File: src/rtl/wf_window_ctrl.sv
// ---------------------------------------------------------------------------
// wf_window_ctrl
//
// Window-limits controller for the waveform display. Three buttons drive a
// display-mode / zoom-level state machine. The four window bounds come out of
// that state. Each bound moves toward its target by at most SLEW px per
// cycle, which animates resizing.
//
// Ports:
//   clk              system clock
//   rst              asynchronous, active-low reset
//   btn_mode         mode button (level, debounced, synchronous)
//   btn_in           zoom-in / step-back button (level)
//   btn_out          zoom-out button (level)
//   start_x, end_x   current left / right bound
//   start_y, end_y   current top / bottom bound
//   mode             0=DEFAULT, 1=MAX_WIDTH, 2=FULL, 3=MAX_HEIGHT
//   zoom             current zoom level (0..N_ZOOM)
//   busy             high while any bound differs from its target
// ---------------------------------------------------------------------------
module wf_window_ctrl #(
    parameter int COORD_W = 10,
    parameter int N_ZOOM  = 4,
    parameter int DEF_SX  = 138,
    parameter int DEF_EX  = 838,
    parameter int DEF_SY  = 62,
    parameter int DEF_EY  = 482,
    parameter int MAX_SX  = 88,
    parameter int MAX_EX  = 888,
    parameter int MAX_SY  = 32,
    parameter int MAX_EY  = 512,
    parameter int STEP_X  = 10,
    parameter int STEP_Y  = 6,
    parameter int SLEW    = 4
) (
    input  logic               clk,
    input  logic               rst,
    input  logic               btn_mode,
    input  logic               btn_in,
    input  logic               btn_out,
    output logic [COORD_W-1:0] start_x,
    output logic [COORD_W-1:0] end_x,
    output logic [COORD_W-1:0] start_y,
    output logic [COORD_W-1:0] end_y,
    output logic [1:0]         mode,
    output logic [3:0]         zoom,
    output logic               busy
);

    typedef enum logic [1:0] {
        MODE_DEFAULT    = 2'd0,
        MODE_MAX_WIDTH  = 2'd1,
        MODE_FULL       = 2'd2,
        MODE_MAX_HEIGHT = 2'd3
    } mode_t;

    localparam logic [COORD_W-1:0] DSX    = COORD_W'(DEF_SX);
    localparam logic [COORD_W-1:0] DEX    = COORD_W'(DEF_EX);
    localparam logic [COORD_W-1:0] DSY    = COORD_W'(DEF_SY);
    localparam logic [COORD_W-1:0] DEY    = COORD_W'(DEF_EY);
    localparam logic [COORD_W-1:0] MSX    = COORD_W'(MAX_SX);
    localparam logic [COORD_W-1:0] MEX    = COORD_W'(MAX_EX);
    localparam logic [COORD_W-1:0] MSY    = COORD_W'(MAX_SY);
    localparam logic [COORD_W-1:0] MEY    = COORD_W'(MAX_EY);
    localparam logic [COORD_W-1:0] STEP_XC = COORD_W'(STEP_X);
    localparam logic [COORD_W-1:0] STEP_YC = COORD_W'(STEP_Y);
    localparam logic [COORD_W-1:0] SLEW_C  = COORD_W'(SLEW);
    localparam logic [3:0]         ZMAX    = 4'(N_ZOOM);

    mode_t              mode_q;
    logic [3:0]         zoom_q;
    logic [2:0]         btn_q;
    logic [2:0]         btn_now;
    logic [2:0]         edges;
    logic               p_mode, p_in, p_out;
    logic [COORD_W-1:0] sx_q, ex_q, sy_q, ey_q;
    logic [COORD_W-1:0] tsx, tex, tsy, tey;
    logic [COORD_W-1:0] off_x, off_y;

    // A press is accepted only when exactly one button has a rising edge in
    // this cycle. Simultaneous edges cancel each other.
    assign btn_now = {btn_mode, btn_in, btn_out};
    assign edges   = btn_now & ~btn_q;
    assign p_mode  = (edges == 3'b100);
    assign p_in    = (edges == 3'b010);
    assign p_out   = (edges == 3'b001);

    // Mode / zoom state machine. The button history resets to 1, so a button
    // held through reset does not register as a press.
    always_ff @(posedge clk or negedge rst) begin
        if (!rst) begin
            mode_q <= MODE_DEFAULT;
            zoom_q <= '0;
            btn_q  <= '1;
        end else begin
            btn_q <= btn_now;
            case (mode_q)
                MODE_DEFAULT: begin
                    if (p_mode) begin
                        if (zoom_q == 4'd0) mode_q <= MODE_MAX_WIDTH;
                        zoom_q <= '0;
                    end else if (p_in) begin
                        if (zoom_q < ZMAX) begin
                            zoom_q <= zoom_q + 4'd1;
                        end else begin
                            mode_q <= MODE_FULL;
                            zoom_q <= '0;
                        end
                    end else if (p_out) begin
                        if (zoom_q != 4'd0) zoom_q <= zoom_q - 4'd1;
                    end
                end
                MODE_MAX_WIDTH: begin
                    if (p_mode)    mode_q <= MODE_FULL;
                    else if (p_in) mode_q <= MODE_DEFAULT;
                end
                MODE_FULL: begin
                    if (p_mode)    mode_q <= MODE_MAX_HEIGHT;
                    else if (p_in) mode_q <= MODE_MAX_WIDTH;
                end
                default: begin
                    if (p_mode)    mode_q <= MODE_DEFAULT;
                    else if (p_in) mode_q <= MODE_FULL;
                end
            endcase
        end
    end

    // Target bounds come straight from the state registers. In DEFAULT mode
    // each zoom level widens the window symmetrically.
    always_comb begin
        off_x = COORD_W'(zoom_q) * STEP_XC;
        off_y = COORD_W'(zoom_q) * STEP_YC;
        tsx = DSX;
        tex = DEX;
        tsy = DSY;
        tey = DEY;
        case (mode_q)
            MODE_DEFAULT: begin
                tsx = DSX - off_x;
                tex = DEX + off_x;
                tsy = DSY - off_y;
                tey = DEY + off_y;
            end
            MODE_MAX_WIDTH: begin
                tsx = MSX;
                tex = MEX;
            end
            MODE_FULL: begin
                tsx = MSX;
                tex = MEX;
                tsy = MSY;
                tey = MEY;
            end
            default: begin
                tsy = MSY;
                tey = MEY;
            end
        endcase
    end

    // One slew step toward the target. The distance is computed in the
    // direction of travel first, so the unsigned arithmetic never wraps and
    // the bound never overshoots.
    function automatic logic [COORD_W-1:0] slew_step(
        input logic [COORD_W-1:0] cur,
        input logic [COORD_W-1:0] tgt
    );
        logic [COORD_W-1:0] diff;
        logic [COORD_W-1:0] step;
        if (cur < tgt) begin
            diff = tgt - cur;
            step = (diff > SLEW_C) ? SLEW_C : diff;
            return cur + step;
        end else begin
            diff = cur - tgt;
            step = (diff > SLEW_C) ? SLEW_C : diff;
            return cur - step;
        end
    endfunction

    // Bounds registers. Reset snaps them to the defaults without slewing.
    always_ff @(posedge clk or negedge rst) begin
        if (!rst) begin
            sx_q <= DSX;
            ex_q <= DEX;
            sy_q <= DSY;
            ey_q <= DEY;
        end else begin
            sx_q <= slew_step(sx_q, tsx);
            ex_q <= slew_step(ex_q, tex);
            sy_q <= slew_step(sy_q, tsy);
            ey_q <= slew_step(ey_q, tey);
        end
    end

    assign start_x = sx_q;
    assign end_x   = ex_q;
    assign start_y = sy_q;
    assign end_y   = ey_q;
    assign mode    = mode_q;
    assign zoom    = zoom_q;
    assign busy    = (sx_q != tsx) || (ex_q != tex) || (sy_q != tsy) || (ey_q != tey);

endmodule

File: config.mk
export PLATFORM = sky130hd
export DESIGN_NAME = wf_window_ctrl
export DESIGN_NICKNAME = d
export VERILOG_FILES = /design/src/rtl/wf_window_ctrl.sv
export SDC_FILE = /design/constraint.sdc
export NUM_CORES = 1
export LEC_CHECK = 0
export BUFFER_PORTS_ARGS = -buffer_cell sky130_fd_sc_hd__clkbuf_2
export CAP_MARGIN = 20
export CORE_MARGIN = 2
export CORE_UTILIZATION = 50
export CTS_CLUSTER_SIZE = 40
export DETAILED_ROUTE_END_ITERATION = 8
export GPL_TIMING_DRIVEN = 0
export PLACE_DENSITY = 0.77
export RECOVER_POWER = 25
export SLEW_MARGIN = 20
export SYNTH_ARGS = -nofsm -noshare
export SYNTH_HDL_FRONTEND = slang
export SYNTH_SLANG_ARGS = --single-unit
File: constraint.sdc
create_clock -name clk -period 7.5 [get_ports clk]
set_input_delay 0.375 -clock clk [delete_from_list [all_inputs] [get_ports clk]]
set_output_delay 0.375 -clock clk [all_outputs]
set_load 0.05 [all_outputs]
After elaboration in Yosys (flattened, before gate mapping):

Index checks and enable logic that the tools add are counted.

* register bits: 49
* input bits: 5
* output and inout port bits: 47
* word-level logic and storage cells: 101

* add/subtract/negate cells: 22
* multiply operators: 2
* order comparisons: 13
* equality and inequality tests: 11
* muxes and demuxes: 32
* bitwise gates (word level): 2
* reduce and logical (&&, ||, !) cells: 12

Operators with widths (count)
* 2-to-1 mux 10 bit: 12
* subtractor 10 bit: 12
* greater-than comparator 10 x 3 -> 1 bit, second input constant: 8
* case mux 10 bit (2 select lines): 4
* adder 10 bit: 4
* less-than comparator 10 bit: 4
* inequality test 10 bit: 4
* 2-to-1 mux 2 bit: 10
* 2-to-1 mux 4 bit: 5
* adder 9 x 7 -> 10 bit, first input constant: 1
* adder 9 x 9 -> 10 bit, first input constant: 1
* subtractor 8 x 8 -> 9 bit, first input constant: 1
* subtractor 6 x 7 -> 8 bit, first input constant: 1
* multiplier 4 x 3 -> 7 bit, second input constant: 1
* multiplier 4 x 2 -> 6 bit, second input constant: 1
* inequality test 3 bit, second input constant: 2
* case mux 2 bit (3 select lines): 1
* AND reduction 3 bit: 2
* nonzero test 3 bit: 2
* adder 4 x 1 -> 4 bit, second input constant: 1
* logical NOT 4 bit: 1
* less-than comparator 4 x 3 -> 1 bit, second input constant: 1
* nonzero test 4 bit: 1
* subtractor 4 x 1 -> 4 bit, second input constant: 1
* other kinds (11): 13

Depth between registers and ports, before layout:

* word-level depth: 8
* depth in mapped cells: 29
* depth with buffers taken out: 28

Least setup slack after synthesis:

No wires, ideal clock.

* path kind: reg2reg
* start point: reg zoom_q[1] (netlist: zoom[1])
* end point: reg ey_q[8] (netlist: end_y[8])
* setup time: 0.088 ns
* arrival time: 6.583 ns
* required time: 7.412 ns
* slack: 0.829 ns
* cell stages (with the launch flop): 30
* buffers on the path: 1
* period minus slack after synthesis: 6.671 ns
* cells stage by stage: dfrtp_1 -> inv_1 -> ha_1 -> a21o_1 -> a21oi_1 -> xnor2_1 -> nor2_1 -> xnor2_1 -> a21oi_1 -> inv_1 -> ha_1 -> clkbuf_1 -> a21oi_1 -> nor2_1 -> a211oi_1 -> a21oi_1 -> a2111oi_1 -> nand3b_1 -> or2_2 -> ha_1 -> inv_1 -> nand4_1 -> a32o_1 -> ha_1 -> a21o_1 -> a21oi_1 -> o21bai_1 -> a21oi_1 -> o21ai_0 -> xor2_1

* longest elaborated chain between the ends: 8
* elaborated cells on any way between the ends: 13
* classes of those cells: 5 x add/sub; 1 x mul; 3 x order compare; 4 x mux

Ends and longest elaborated chain
* start: declaration: RTL line 71 `logic [3:0] zoom_q;`
* start signal: assignment: RTL line 104 `zoom_q <= zoom_q + 4'd1;`
* start signal: assignment: RTL line 110 `if (zoom_q != 4'd0) zoom_q <= zoom_q - 4'd1;`
* multiplier 4 x 2 -> 6 bit *: RTL line 133 `off_y = COORD_W'(zoom_q) * STEP_YC;`
* adder 9 x 7 -> 10 bit *: RTL line 143 `tey = DEY + off_y;`
* case mux 10 bit (2 select lines) *: RTL line 138 `case (mode_q)`
* subtractor 10 bit, on equally long branches: RTL line 176, 172
* greater-than comparator 10 x 3 -> 1 bit, on equally long branches: RTL line 177, 173
* 2-to-1 mux 10 bit, on equally long branches: RTL line 177, 173
* subtractor 10 bit or adder 10 bit (tied branches): RTL line 178, 174
* 2-to-1 mux 10 bit *: RTL line 171 `if (cur < tgt) begin`
* end signal: assignment: RTL line 193 `ey_q <= slew_step(ey_q, tey);`
* end: declaration: RTL line 76 `logic [COORD_W-1:0] sx_q, ex_q, sy_q, ey_q;`

Mark *: on every way between the ends. The rest lies on a longest branch, timed or not.
A chain may end at the register's enable or synchronous reset.

Worst setup path in the final report:

* start point: reg zoom_q[1] (netlist: zoom[1])
* end point: reg ey_q[9] (netlist: end_y[9])

The elaborated chain is that of the path after synthesis.

==> impl_results.md <==
- Status: finished, violations left
- Failing checks: capacitance limit, slew limit
- Ant diodes: 0
- Gp weighted congestion: 0.9075
- Met1 usage: 0.2925
- # nets final: between 1,000 and 1,500
- Detailed Routing Iterations Pass 1: 7
- Vias in the first global route: 6,875
- Hold Path Class: in2reg
- DP HPWL: 15.33 mm
- Worst-Skew Late Latency: 0.30 ns
- Largest net degree at the start of global routing: 50
- Post-CTS Setup Bufs: 0
- Final critical-path required period: 6.984 ns
- Vias/cell: 5.759
- Worst setup EP type: register
- Max stage delay on crit path: 0.64 ns
- Sequential-to-total area share from yosys stat: 0.1563
- Post-route ant nets: 0
- Worst rel slew slack: -0.8701
- Worst setup SP type: register
- Worst endpoint required time: ~7.7 ns
- Max-Cap Viols: 1
- IO Port Bufs: 51
- Top Usage Layer GRT: met2
- Via count: 7,371
- CTS tree: done
- Average size of a mapped cell: between 7 and 8 sq um
- Die area: ~17,000 sq um
- Ports: 52
- CTS buffer count: 5
- Hold-fix buffers at CTS: 0
- WL final: around 19 mm
- Root buffer cell: clkbuf_16
- Synth Instances: about 1,000
- Net Count, Synth: 1,160
- CTS clock-pin slew for the worst setup and hold paths: 0.07 ns
- Synth Register Bits: just under 50
- Post-CTS sizing: 0
- Starting Density: 0.5082
- CTS H-tree lvls: 2
- Clock tree sinks: 49
- First-pass GRT wire length: 31.85 mm
- Final hold violations: 0
- Chip Width: 130.6 um
- Number of flops mapped to enable cells by yosys: 0
- Yosys warning count: 0
- Drt wl/cell: 14.94 um
- Final slew viol count: 50
- Area added between synthesis and finish: 9.118%
- Critical path start-end classification: reg2reg
- Ys async rst share: 1.000
- DR iter-0 viols: 365
- Slew @ Worst Pin: 2.805 ns
- Rows: 46
- Die Y: 130.6 um
- M3 GR Usage: 0.03176
- Synth cell types: 77
- WP data arrival: 7.21 ns
- Bufs on Longest Clock Path: 2
- Fin crit share: 0.9312
- Worst Skew: 0.004492 ns
- Core area: 15,770 sq um
- Grt total ovfl: 0
- R2r setup slk: 0.52 ns
- Initial antenna violation count: 0
- Setup Viol. Count Final: 0
- Proportion of layout cells with a drive suffix above 1: 0.1071
- F_max: ~140 MHz
- Mapped cell area: 8014 sq um
- DRC violations left: 0
- All-Layer GR Usage: 0.2295
- Unrepaired setup endpoints after global routing: no
- Setup TNS: 0 ns
- CP max-delay cell: dfrtp_1
- CP Max Fanout: 11
- Grt met2 use: 0.4053
- Main synth FF type: dfrtp_1
==> flip-flops by register name, summed over array words and instances (netlist names) <==
register and flops:
btn_q 3, end_x 10, end_y 10, mode 2, start_x 10, start_y 10
zoom 4
==> final cells by class <==
type	instances	area (sq um)
clock inverters	2	37.54
plain buffers	36	146.4
repair buffers	51	251.5
inverters	108	405.4
multi-input cells	812	6242
clock buffers	6	138.9
well taps	216	270.3
flip-flops and latches	49	1252
fillers	1522	7025
==> path summary, 6_finish.rpt <==
kind,from,to,depth (start not counted)
hold reg to reg,mode[0],mode[0],1
max in group asynchronous,rst,end_x[7],1
min in group asynchronous,rst,start_y[7],1
setup reg to reg,zoom[1],end_y[9],28
hold / removal,btn_in,btn_q[1],1
setup / recovery,zoom[1],end_y[9],28
==> logic make-up (layout without fill, tap and decap cells) <==
kind of cell,after synthesis,after routing,share of synthesized area
DFF,49,49,0.1563
muxes,3,3,0.003903
AOI/OAI and AO/OA,304,304,0.2540
buffers and inverters,144,203,0.06885
adders and majority gates,150,150,0.2473
xor gates and xnor gates,79,79,0.08977
and+or+nand+nor,276,276,0.1799
==> metal layers <==
layer	wire length, um	vias to the layer above
met5	0	-
met4	393	0
met3	783	24
met2	9321	171
met1	8621	3490
li1	-	3686
==> metrics by stage <==
step / utilization / cells / area (sq um) / worst slack (ns) / hold WS, ns
after global placement: 0.5415 / 1272 / 8539 / 0.1155 / 0.4742
after CTS: 0.5532 / 1280 / 8723 / 0.002373 / 0.1465
after detailed placement: 0.5420 / 1272 / 8547 / 0.08111 / 0.4746
final: 0.5545 / 1280 / 8745 / 0.5159 / 0.1545
after floorplan: - / 1005 / 8014 / 0.8291 / 0.07941
after global routing: 0.5545 / 1280 / 8745 / 0.01488 / 0.1501
==> worst max-delay path, delay by kind of cell, from the launching register on <==
family / cells / cell delay, ns
AOI/OAI and AO/OA: 12 / 3.13
xor gates and xnor gates: 3 / 0.56
adders and majority gates: 4 / 1.11
buffers and inverters: 4 / 0.63
DFF: 1 / 0.64
and+or+nand+nor: 5 / 0.81
==> placed cells by master (no fill, tap or decap), drive strengths merged, types with 38 or more instances in the layout <==
cell,synthesis,final
ha,136,136
xor2,38,38
a21o,38,38
a21oi,79,79
xnor2,39,39
clkbuf,32,89
o21ai,58,58
nor2,53,53
inv,108,108
nand2,62,62
==> cells in the mapped netlist, types with 4 or more instances <==
master     instances  area share
nand2_1           62       0.029
a31o_2             4      0.0044
inv_1            108       0.051
or2_2             18       0.014
dfrtp_1           28       0.087
o31ai_1           10      0.0094
dfstp_2           21       0.069
o311a_1            4      0.0050
xnor2_1           39       0.043
o211ai_1           8      0.0075
a31oi_1           13       0.010
o2bb2ai_1          4      0.0044
nand3_1           18       0.011
nor2b_1           23       0.018
nor4_1             9      0.0070
and2_1             4      0.0031
a211oi_1           6      0.0056
nand2b_1          20       0.016
nor3b_1            5      0.0047
o21bai_1           5      0.0047
o21a_1            14       0.013
a21o_1            38       0.036
xor2_1            38       0.042
or3_1             11      0.0086
o31a_1             4      0.0044
nor3_1            24       0.015
clkbuf_1          32       0.015
nand4_1            8      0.0062
and3_1             4      0.0031
nand3b_1           5      0.0047
o221ai_1           7      0.0077
a221oi_1           4      0.0044
a21oi_1           79       0.049
fa_1              14       0.035
o22ai_1            6      0.0047
ha_1             136        0.21
nor2_1            53       0.025
o21ai_0           57       0.036
o2111ai_1          5      0.0055
Power is not shown: default switching activity piles up to over one toggle a cycle in this logic, so the estimate is an artifact.
